`src/rtl/rf_pkg.sv`:
```
`default_nettype none
// ============================================================================
// Module   : rf_pkg
// Brief    : Shared types and defaults for the multiport register file.
// Revision : 1.0
// ============================================================================
package rf_pkg;

    typedef enum logic [0:0] {
        RF_IDLE  = 1'b0,
        RF_CLEAR = 1'b1
    } rf_state_t;

    localparam int RF_DATA_W = 32;
    localparam int RF_ADDR_W = 5;

    function automatic int rf_depth(input int addr_w);
        return 1 << addr_w;
    endfunction

endpackage
`default_nettype wire

```
`src/rtl/rf_clear_seq.sv`:
```
`default_nettype none
// ============================================================================
// Module   : rf_clear_seq
// Brief    : Clear sweep sequencer: zeroes one entry per cycle, drives busy.
// Revision : 1.0
// ============================================================================
module rf_clear_seq
    import rf_pkg::*;
#(
    parameter int ADDR_W = RF_ADDR_W
) (
    input  logic              clk,
    input  logic              rst,
    input  logic              i_clr_req,
    output logic              o_busy,
    output logic              o_clr_we,
    output logic [ADDR_W-1:0] o_clr_addr
);

    localparam logic [ADDR_W-1:0] c_LAST = {ADDR_W{1'b1}};

    rf_state_t         r_state;
    logic [ADDR_W-1:0] r_idx;
    logic              r_busy;

    always_ff @(posedge clk) begin
        if (rst) begin
            r_state <= RF_CLEAR;
            r_idx   <= '0;
            r_busy  <= 1'b1;
        end else begin
            case (r_state)
                RF_IDLE: begin
                    if (i_clr_req) begin
                        r_state <= RF_CLEAR;
                        r_idx   <= '0;
                        r_busy  <= 1'b1;
                    end
                end
                RF_CLEAR: begin
                    // clr_req is ignored here: a running sweep is never extended
                    if (r_idx == c_LAST) begin
                        r_state <= RF_IDLE;
                        r_idx   <= '0;
                        r_busy  <= 1'b0;
                    end else begin
                        r_idx <= r_idx + 1'b1;
                    end
                end
                default: begin
                    r_state <= RF_CLEAR;
                    r_idx   <= '0;
                    r_busy  <= 1'b1;
                end
            endcase
        end
    end

    assign o_busy     = r_busy;
    assign o_clr_we   = (r_state == RF_CLEAR);
    assign o_clr_addr = r_idx;

endmodule
`default_nettype wire

```
`src/rtl/rf_multiport.sv`:
```
`default_nettype none
// ============================================================================
// Module   : rf_multiport
// Brief    : Parametrised register file, NUM_RD async read ports, one write
//            port, hardware clear sweep. Optional macro RF_BYPASS_EN enables
//            same-cycle write-to-read forwarding.
// Revision : 1.0
// ============================================================================
module rf_multiport
    import rf_pkg::*;
#(
    parameter int DATA_W   = RF_DATA_W,
    parameter int ADDR_W   = RF_ADDR_W,
    parameter int NUM_RD   = 2,
    parameter int ZERO_REG = 1
) (
    input  logic                     clk,
    input  logic                     rst,
    input  logic                     clr_req,
    input  logic                     we,
    input  logic [ADDR_W-1:0]        waddr,
    input  logic [DATA_W-1:0]        wdata,
    input  logic [NUM_RD*ADDR_W-1:0] raddr,
    output logic [NUM_RD*DATA_W-1:0] rdata,
    output logic                     busy,
    output logic                     wr_rej
);

    localparam int DEPTH = rf_depth(ADDR_W);

    logic [DATA_W-1:0] r_mem [DEPTH];
    logic              r_wr_rej;
    logic              w_busy;
    logic              w_clr_we;
    logic [ADDR_W-1:0] w_clr_addr;
    logic              w_wr_zero;
    logic              w_wr_acc;

    rf_clear_seq #(
        .ADDR_W (ADDR_W)
    ) u_clear_seq (
        .clk        (clk),
        .rst        (rst),
        .i_clr_req  (clr_req),
        .o_busy     (w_busy),
        .o_clr_we   (w_clr_we),
        .o_clr_addr (w_clr_addr)
    );

    // Zero-register writes vanish silently; they are not reported as rejects.
    assign w_wr_zero = (ZERO_REG != 0) && (waddr == '0);
    assign w_wr_acc  = we && !w_busy && !clr_req && !rst && !w_wr_zero;

    always_ff @(posedge clk) begin
        if (w_clr_we) begin
            r_mem[w_clr_addr] <= '0;
        end else if (w_wr_acc) begin
            r_mem[waddr] <= wdata;
        end
    end

    always_ff @(posedge clk) begin
        if (rst) begin
            r_wr_rej <= 1'b0;
        end else begin
            r_wr_rej <= we && (w_busy || clr_req);
        end
    end

    generate
        for (genvar k = 0; k < NUM_RD; k++) begin : g_rd
            logic [ADDR_W-1:0] w_ra;
            logic [DATA_W-1:0] w_rd;

            assign w_ra = raddr[k*ADDR_W +: ADDR_W];

            always_comb begin
                w_rd = r_mem[w_ra];
                if (w_busy || ((ZERO_REG != 0) && (w_ra == '0))) begin
                    w_rd = '0;
`ifdef RF_BYPASS_EN
                end else if (we && (w_ra == waddr) && !w_wr_zero) begin
                    w_rd = wdata;
`endif
                end
            end

            assign rdata[k*DATA_W +: DATA_W] = w_rd;
        end
    endgenerate

    assign busy   = w_busy;
    assign wr_rej = r_wr_rej;

endmodule
`default_nettype wire

```
`config.mk`:
```
export PLATFORM = sky130hd
export DESIGN_NAME = rf_multiport
export DESIGN_NICKNAME = d
export VERILOG_FILES = /design/src/rtl/rf_pkg.sv /design/src/rtl/rf_clear_seq.sv /design/src/rtl/rf_multiport.sv
export SDC_FILE = /design/constraint.sdc
export NUM_CORES = 1
export LEC_CHECK = 0
export CAP_MARGIN = 15
export CORE_ASPECT_RATIO = 1.75
export CORE_MARGIN = 2
export CORE_UTILIZATION = 31
export CTS_CLUSTER_SIZE = 14
export DETAILED_ROUTE_END_ITERATION = 10
export DONT_BUFFER_PORTS = 1
export SYNTH_ARGS = -nofsm -noshare
export SYNTH_HDL_FRONTEND = slang
export SYNTH_SLANG_ARGS = --single-unit
```
`constraint.sdc`:
```
create_clock -name clk -period 7.56 [get_ports clk]
set_input_delay 1.512 -clock clk [delete_from_list [all_inputs] [get_ports clk]]
set_output_delay 1.512 -clock clk [all_outputs]
set_load 0.01 [all_outputs]
```
==> results.toml <==
[synth]
ys_seq_elements = 1032
synth_seq_area_share_pct = 63.59
avgSynthCellArea_um2 = 16.53
synth_xor_area_share_pct = 0
syn_inst = 2941
yosys.area_share.simple_pct = 5.378
ys_types = 55
yosys.area_share.adder_pct = 0.05148
synth.area.mux_share_pct = 21.79
syn-num-nets = 2994
yosys_warnings = 0
netlist_area_um2 = 48610
synth_compound_area_share_pct = 6.837
synth_edf_count = 1024
synthFlopType = "edfxtp_1"
synth_top_family_by_area = "multiplexers"
async_flop_share_pct = 0

[floorplan]
die_w_um = 303.3
die_h_um = 527.8
fp.dieArea_um2 = 160100
placementRows = 192
core_area_um2 = 156200
io_pins = 117
initial_utilization_pct = 31.13

[timing]
post-route-period-util_pct = 71.08
fin_crit_ns = 5.374
fmax_mhz = 186.1
hold_ws_ns = 0.5723
worst_slew_pin_slew_ns = 1.192
finalSetupTns_ns = 0
slew_headroom_pct = 20.55
hold_viol_final = 0
slew_viol_final = 0
setup_viol_count_final = 0
rsz0062_at_grt = "false"
clock_skew_ns = 0.02436

[routing]
via_count = 29642
vias_per_cell = 5.965
wirelength_um = 165900
drt-wirelength-per-cell_um = 33.38
drtIter0Drc = 2933
drc = 0
ant_nets = 0
first_pass_iters = 7

[power_and_ir_drop]
p_switching_mw = 2.410
vdd_ir_drop_max_mv = 0.1729
clkPwrFrac_pct = 38.5
switching_share_pct = 21.56
pwr-share-comb_pct = 5.3
finalPower_mw = 11.18
pwr_density_cell_nw_per_um2 = 208.3
seq_power_share_pct = 56.2
p_int_mw = 8.771
leakagePower_nw = 16.79

[global_route]
grt_max_degree = 257
grt_usage_pct = 20.36
overflow = 0
antenna_found_initial = 19
grt_pass1_vias = 30550
grt_pass1_wl_um = 228700

[flow_run]
maxCapViolCount = 0

[outcome]
outcome = "complete, no violations"

[clock_tree]
clkSinkCount = 1032
cts-root-buf = "clkbuf_16"
cts.clk_slew.worst_paths_ns = 0.06
clockBufferDepth = 3
post-cts-setup-buffers = 0
hold_buffers = 0
h-tree-depth = 3
cts_resized = 0
numCtsBuffers = 87
insertion_delay_ns = 0.73
cts_tree = "done"

[worst_setup_path]
r2r_cells = 5
cp-end-kind = "output pin"
path_class = "in -> out"
cp.arrival_ns = 3.86
crit_path_start_kind = "input port"
path_max_fanout = 234
cp.required_ns = 6.05

[finish]
fin_area_um2 = 53680
drive_above_1_share_pct = 24.35
syn_to_final_growth_pct = 10.43
nNetsFinal = 2936
fin_cells = 4969

[place]
hpwlAfterDp_um = 96410
portBuffers = 0
dpl.cell_count = 4828
gp_congestion = 0.8240
place_area_um2 = 51080

[worst_hold_path]
worstHoldPathType = "reg -> reg"
hold_depth = 2
layer usage:
| metal | global-route usage (%) | up-vias | part of all wire [%] |
|---|---|---|---|
| li1 | - | 12040 | - |
| met1 | 22.44 | 15743 | 35 |
| met2 | 36.12 | 1416 | 52 |
| met3 | 4.643 | 425 | 8.0 |
| met4 | 10.70 | 18 | 5.6 |
| met5 | 0 | - | 0.070 |
cells by family (layout without fill, tap and decap cells):
kind of cell               after synthesis  count (layout)
DFF                                   1032            1032
adders and majority gates                2               2
AOI/OAI and AO/OA                      471             471
buffers and inverters                  242             225
muxes                                  717             717
and+or+nand+nor                        477             477
other                                    0               8
placed cells by master, fill, tap and decap left out, types with 19 or more instances in the layout:
cell type	Yosys	layout
a31oi_1	34	34
nor2b_1	75	70
o31a_1	32	32
nor2_4	0	19
mux4_2	252	252
and2_1	37	35
nand2_1	75	73
clkbuf_16	0	87
edfxtp_1	1024	1024
o21ai_0	66	66
mux2_2	197	197
buf_4	26	85
mux2i_1	265	265
nand4_1	65	65
a22o_1	32	32
clkbuf_1	108	21
nor2_1	44	24
a211oi_1	65	65
a22oi_1	161	161
nand3_1	97	97
o22ai_1	66	66
or3_1	31	31
power by group through the flow:
stage	Clock [mW]	Sequential (mW)	Combinational (mW)
floorplan	0	6.40	0.531
global placement	0	6.41	0.584
detailed placement	0	6.41	0.587
CTS	4.33	6.29	0.588
global route	4.51	6.29	0.609
finish	4.30	6.29	0.592
critical path, cell delays in order:
cell and delay (ns):
or2_2 0.69, buf_4 0.37, o221ai_1 0.26, nor3_1 0.11, or4_1 0.68
area by class of cell:
class                      instances  area, um2
tap                             2037       2549
clock inverter                    22      234.0
inverter                           5      18.77
antenna                            8      20.02
multi-input combinational       1667      16930
timing repair buffer              90      760.7
clock buffer                     108       2256
fill                           14752     102500
sequential                      1032      30910
through the flow:
step | setup WS, ns | utilization (%)
2_1_floorplan | 2.123 | -
3_3_place_gp | 2.336 | 32.71
3_5_place_dp | 2.316 | 32.71
4_1_cts | 2.316 | 34.31
5_1_grt | 2.233 | 34.37
6_report | 2.186 | 34.37
registers in the layout, summed over array words and instances, names as in the netlist:
| signal | count |
|---|---|
| u_clear_seq.o_busy | 1 |
| r_mem | 1024 |
| u_clear_seq.o_clr_addr | 5 |
| u_clear_seq.o_clr_we | 1 |
| wr_rej | 1 |
synth_stat cells, drive strengths merged, types with 2 or more instances:
cell | number | area [um2]
ha | 2 | 25.02
a22oi | 161 | 1209
o22ai | 66 | 412.9
o31a | 32 | 280.3
o21ai | 67 | 339.1
o211ai | 2 | 15.01
and2 | 38 | 237.7
clkbuf | 110 | 420.4
dfxtp | 8 | 160.2
buf | 127 | 704.4
a31oi | 34 | 212.7
edfxtp | 1024 | 30750
nand2b | 8 | 50.05
nor4b | 4 | 47.55
mux2 | 199 | 2248
mux2i | 266 | 2666
inv | 5 | 18.77
o2111ai | 2 | 17.52
nor3 | 22 | 125.1
nor3b | 5 | 42.54
or3 | 32 | 205.2
a211oi | 65 | 488.0
nor2b | 75 | 469.2
and3b | 2 | 17.52
nand3 | 97 | 485.5
a21oi | 5 | 25.02
a22o | 32 | 280.3
mux4 | 252 | 5675
nand4 | 65 | 406.6
or2 | 3 | 18.77
nor2 | 44 | 165.2
nand2 | 75 | 281.5
nor4bb | 3 | 30.03
path summary, 6_finish.rpt:
| check | startpoint | end | slack [ns] |
|---|---|---|---|
| max | raddr[7] | rdata[62] | 2.19 |
| min | u_clear_seq.o_clr_addr[1]$_SDFFE_PP0P_ | u_clear_seq.o_clr_addr[3]$_SDFFE_PP0P_ | 0.57 |
| max reg2reg | u_clear_seq.o_busy$_SDFFE_PP1P_ | r_mem[31][3]$_DFFE_PP_ | 3.58 |
| min reg2reg | u_clear_seq.o_clr_addr[1]$_SDFFE_PP0P_ | u_clear_seq.o_clr_addr[3]$_SDFFE_PP0P_ | 0.57 |
Power figures use the tool's default switching activity.
